[src/rtl/uart_pkg.sv]
// uart_pkg: definitions shared by the UART transmitter and receiver.
// Holds the FSM state encoding, the oversampling factor and the parity mode codes.
package uart_pkg;

    localparam int OVERSAMPLE = 16;

    localparam int PAR_NONE = 0;
    localparam int PAR_EVEN = 1;
    localparam int PAR_ODD  = 2;

    typedef enum logic [2:0] {
        ST_IDLE   = 3'd0,
        ST_START  = 3'd1,
        ST_DATA   = 3'd2,
        ST_PARITY = 3'd3,
        ST_STOP   = 3'd4
    } state_t;

endpackage

[src/rtl/uart_tx.sv]
// uart_tx: UART transmitter, 16x oversampled, configurable data bits, stop bits and parity.
// Ports: i_clk clock; i_reset_n async active-low reset; i_tick 16x baud enable;
//   i_tx_start/i_tx_data send request and byte; o_tx serial line (idle high);
//   o_tx_busy high while a frame is in progress; o_tx_done one-cycle end-of-frame pulse.
module uart_tx
    import uart_pkg::*;
#(
    parameter int NB_DATA = 8,
    parameter int NB_STOP = 1,
    parameter int PARITY  = PAR_NONE
) (
    input  logic               i_clk,
    input  logic               i_reset_n,
    input  logic               i_tick,
    input  logic               i_tx_start,
    input  logic [NB_DATA-1:0] i_tx_data,
    output logic               o_tx,
    output logic               o_tx_busy,
    output logic               o_tx_done
);

    localparam int NB_BIT = $clog2(NB_DATA + 1);
    localparam logic [4:0] LAST_TICK = 5'(OVERSAMPLE - 1);
    localparam logic [4:0] LAST_STOP = 5'(OVERSAMPLE * NB_STOP - 1);
    localparam logic [NB_BIT-1:0] LAST_BIT = NB_BIT'(NB_DATA - 1);

    state_t             state, state_next;
    logic [4:0]         tick_cnt, tick_next;
    logic [NB_BIT-1:0]  bit_cnt, bit_next;
    logic [NB_DATA-1:0] shreg, shreg_next;
    logic               par, par_next, tx_next, done_next;

    assign o_tx_busy = state != ST_IDLE;

    always_ff @(posedge i_clk or negedge i_reset_n) begin
        if (!i_reset_n) begin
            state     <= ST_IDLE;
            tick_cnt  <= '0;
            bit_cnt   <= '0;
            shreg     <= '0;
            par       <= 1'b0;
            o_tx      <= 1'b1;
            o_tx_done <= 1'b0;
        end else begin
            state     <= state_next;
            tick_cnt  <= tick_next;
            bit_cnt   <= bit_next;
            shreg     <= shreg_next;
            par       <= par_next;
            o_tx      <= tx_next;
            o_tx_done <= done_next;
        end
    end

    always_comb begin
        state_next = state;
        tick_next  = tick_cnt;
        bit_next   = bit_cnt;
        shreg_next = shreg;
        par_next   = par;
        done_next  = 1'b0;
        case (state)
            ST_IDLE: if (i_tx_start) begin
                state_next = ST_START;
                tick_next  = '0;
                bit_next   = '0;
                shreg_next = i_tx_data;
                // parity is fixed at latch time since the shift register is consumed
                par_next   = ^i_tx_data ^ (PARITY == PAR_ODD);
            end
            ST_START: if (i_tick) begin
                tick_next = tick_cnt == LAST_TICK ? 5'd0 : tick_cnt + 5'd1;
                if (tick_cnt == LAST_TICK) state_next = ST_DATA;
            end
            ST_DATA: if (i_tick) begin
                tick_next = tick_cnt == LAST_TICK ? 5'd0 : tick_cnt + 5'd1;
                if (tick_cnt == LAST_TICK) begin
                    shreg_next = shreg >> 1;
                    bit_next   = bit_cnt + NB_BIT'(1);
                    if (bit_cnt == LAST_BIT) state_next = PARITY != PAR_NONE ? ST_PARITY : ST_STOP;
                end
            end
            ST_PARITY: if (i_tick) begin
                tick_next = tick_cnt == LAST_TICK ? 5'd0 : tick_cnt + 5'd1;
                if (tick_cnt == LAST_TICK) state_next = ST_STOP;
            end
            ST_STOP: if (i_tick) begin
                tick_next = tick_cnt == LAST_STOP ? 5'd0 : tick_cnt + 5'd1;
                if (tick_cnt == LAST_STOP) begin
                    state_next = ST_IDLE;
                    done_next  = 1'b1;
                end
            end
            default: begin
                state_next = ST_IDLE;
                tick_next  = '0;
                bit_next   = '0;
            end
        endcase
        // the line is driven from the state being entered so o_tx stays a pure register
        tx_next = state_next == ST_START  ? 1'b0 :
                  state_next == ST_DATA   ? shreg_next[0] :
                  state_next == ST_PARITY ? par_next : 1'b1;
    end

endmodule

[config.mk]
export PLATFORM = sky130hd
export DESIGN_NAME = uart_tx
export DESIGN_NICKNAME = d
export VERILOG_FILES = /design/src/rtl/uart_pkg.sv /design/src/rtl/uart_tx.sv
export SDC_FILE = /design/constraint.sdc
export NUM_CORES = 1
export LEC_CHECK = 0
export BUFFER_PORTS_ARGS = -buffer_cell sky130_fd_sc_hd__buf_2
export CAP_MARGIN = 20
export CORE_MARGIN = 2
export CORE_UTILIZATION = 40
export CTS_BUF_LIST = sky130_fd_sc_hd__clkbuf_8
export CTS_CLUSTER_SIZE = 28
export DETAILED_ROUTE_END_ITERATION = 16
export HOLD_SLACK_MARGIN = 0.05
export PLACE_DENSITY = 0.55
export SLEW_MARGIN = 20
export SYNTH_ARGS = -nofsm -noshare
export SYNTH_HDL_FRONTEND = slang
export SYNTH_SLANG_ARGS = --single-unit
[constraint.sdc]
create_clock -name i_clk -period 2.1 [get_ports i_clk]
set_clock_uncertainty 0.1 [all_clocks]
set_input_delay 0.63 -clock i_clk [delete_from_list [all_inputs] [get_ports i_clk]]
set_output_delay 0.63 -clock i_clk [all_outputs]
set_load 0.05 [all_outputs]
==> metrics <==
run status=complete, no violations; Fillers=291; largest net degree at the start of global routing=24; Max-Cap Viols=0; maximum VDD drop=423 µV; crit path DAT=1.32 ns; number of port buffers=14; CTS tree=done; Yosys reg bits=23; core area=0.00308 mm²; Die Span X=61.2 µm; worst setup margin=0.0491 ns; post-DP HPWL=1970 µm; number of setup violations in the final report=0; fin crit share=97.7%; Routed WL per cell=13.5 µm; Clk pin slew, worst setup/hold paths=0.08 ns; Routed Wire Length=2690 µm; Die Area=0.00374 mm²; Post-synth ARST share=100%; syn nets=149; clock latency at the later pin of the worst-skew pair=0.26 ns; Yosys warning total=0; crit-path max cell delay=0.45 ns; CP max stage cell=dfrtp_2; Post-Syn Area=0.00131 mm²; share of layout cells above drive strength 1=22.4%; vias per cell=5.32; Global Route Usage Sum=16.8%; GPL Wtd Cong=0.850; die height=61.2 µm; min cycle time layout=2.05 ns; Reg area=581 µm²; Synth-to-Final Area Change=16.8%; sequential area share after synthesis=44.1%; hold-fix buffers at CTS=0; post-placement setup slack=0.0801 ns; Worst Tran Pin Value=0.515 ns; Overall Power=1610 µW; Util after Layout=49.6%; area leader, netlist=dfrtp_1; 1st-iter DRT viols=27; Primary FF master, synth=dfrtp_1; worst min path class=primary input to asynchronous set/reset pin; Pre-Repair DR Iteration Count=4; first-pass GRT wire length=4630 µm; final hold vios=0; # diodes=0; H-tree levels=1; CP Capture Type=output port; Synth cell types=47; DRT antenna net count=0; total clock sinks=23; post-route setup TNS=0 ns; Area contributors post-synth=dfrtp_1 42%, nand2_1 5.7%, xnor2_1 4.7%; P_leak=0.000709 µW; Post-route DRC=0; CP max FO=6; via count of the first global-routing pass=1028; routed via count=1063; Post-Synthesis Cells=135; number of synthesized flops with an enable pin=0; initial core utilization=42.5%; fin. max-slew vios=0; startpoint types=flop; Setup CP Type=flop to output port; final net count=171; GR Overflow Total=0; Max Clk Rate=488 MHz; Multi-input gate area=692 µm²; I/O pins=15; post-synth top area share=42.1%; unrepaired setup endpoints after global routing=false; row count=20; Rel. slew slack=65.7%; CP required=1.37 ns; power density cells=1060 mW/mm²; Num CTS Buffers=3; CTS Buffer Depth=2; Cell Chain, Critical Path=or3_4 -> buf_4; initial antenna violation count=0; Avg Cell Area, Syn=9.69 µm²; CTS Root Buffer Type=clkbuf_8
where the power goes:
group,switching (µW),total (µW),internal [µW]
clock,142,272,131
sequential,131,734,603
combinational,338,606,268
registers in the layout, indices dropped and copies added, names as in the netlist:
name       count
bit_cnt        4
tick_cnt       5
o_tx_done      1
o_tx           1
par            1
state          3
shreg          8
synthesized netlist by cell type (all sizes together), types with 2 or more instances:
library cell / number
o211ai: 2
o21ai: 6
xor2: 2
inv: 4
xnor2: 7
a31oi: 2
a22oi: 6
or3: 2
nand2: 20
nor3b: 2
nor2: 8
and3: 4
buf: 3
dfrtp: 22
mux2i: 2
a21oi: 6
nand3: 3
ha: 2
clkbuf: 3
nand2b: 5
nor4b: 2
a32o: 2
routing by layer:
| metal | vias to the layer above | track usage (%) | wire length [µm] |
|---|---|---|---|
| met1 | 518 | 22.8 | 1360 |
| met3 | 5 | 2.94 | 59 |
| met4 | 0 | 8.39 | 53 |
| met2 | 10 | 26.0 | 1220 |
| li1 | 530 | - | - |
| met5 | - | 0 | 0 |
path summary, 6_finish.rpt:
check                            start          to  slack [ns]  cells after the start
max                           state[0]   o_tx_busy        0.05                      2
max in group asynchronous    i_reset_n    state[1]        1.30                      1
min reg2reg                   shreg[4]    shreg[4]        0.38                      2
min                          i_reset_n  bit_cnt[3]        0.23                      1
min in group i_clk            shreg[4]    shreg[4]        0.38                      2
max reg2reg                tick_cnt[0]        o_tx        0.20                      5
worst max-delay path, delay by kind of cell, from the launching register on:
| kind | cells | cell delay, ns |
|---|---|---|
| flops | 1 | 0.45 |
| buf+inv | 1 | 0.20 |
| simple gates | 1 | 0.40 |
cell families (layout without fill, tap and decap cells):
family / after synthesis / after routing / share of synthesized area [%]
DFF: 23 / 23 / 44.1
buffers and inverters: 10 / 31 / 3.35
and+or+nand+nor: 56 / 56 / 24.4
muxes: 2 / 2 / 1.53
AOI/OAI and AO/OA: 33 / 33 / 18.7
xor gates and xnor gates: 9 / 9 / 6.03
adders and majority gates: 2 / 2 / 1.91
cell usage in the layout, fill, tap and decap left out, drive strengths merged, types with 2 or more instances in the layout:
| cell type | n |
|---|---|
| a21oi | 6 |
| a22oi | 6 |
| a31oi | 2 |
| a32o | 2 |
| and3 | 4 |
| buf | 23 |
| clkbuf | 3 |
| dfrtp | 22 |
| ha | 2 |
| inv | 5 |
| mux2i | 2 |
| nand2 | 20 |
| nand2b | 5 |
| nand3 | 3 |
| nor2 | 8 |
| nor3b | 2 |
| nor4b | 2 |
| o211ai | 2 |
| o21ai | 6 |
| or3 | 2 |
| xnor2 | 7 |
| xor2 | 2 |
cell type report:
type                    instances  share of cell area [%]
well taps                      44                    3.60
clock inverters                 1                   0.246
inverters                       4                   0.983
repair buffers                 23                    9.17
clock buffers                   3                    2.70
multi-input cells             102                    45.3
flip-flops and latches         23                    38.0
repair_timing:
| action | 4_1_cts | 5_1_grt |
|---|---|---|
| resized for setup | 3 | 2 |
| buffers inserted | 1 | 1 |
| setup endpoints to repair | 1 | 1 |
| endpoints found under the hold margin | 0 | 0 |
through the flow:
step                cells  hold slack (ns)  instance area (µm²)
CTS                   199            0.248                 1520
detailed placement    194            0.362                 1460
global route          200            0.265                 1530
floorplan             135            0.234                 1310
finish                200            0.227                 1530
global placement      194            0.359                 1460
No activity file was read; power rests on OpenSTA's default activity.
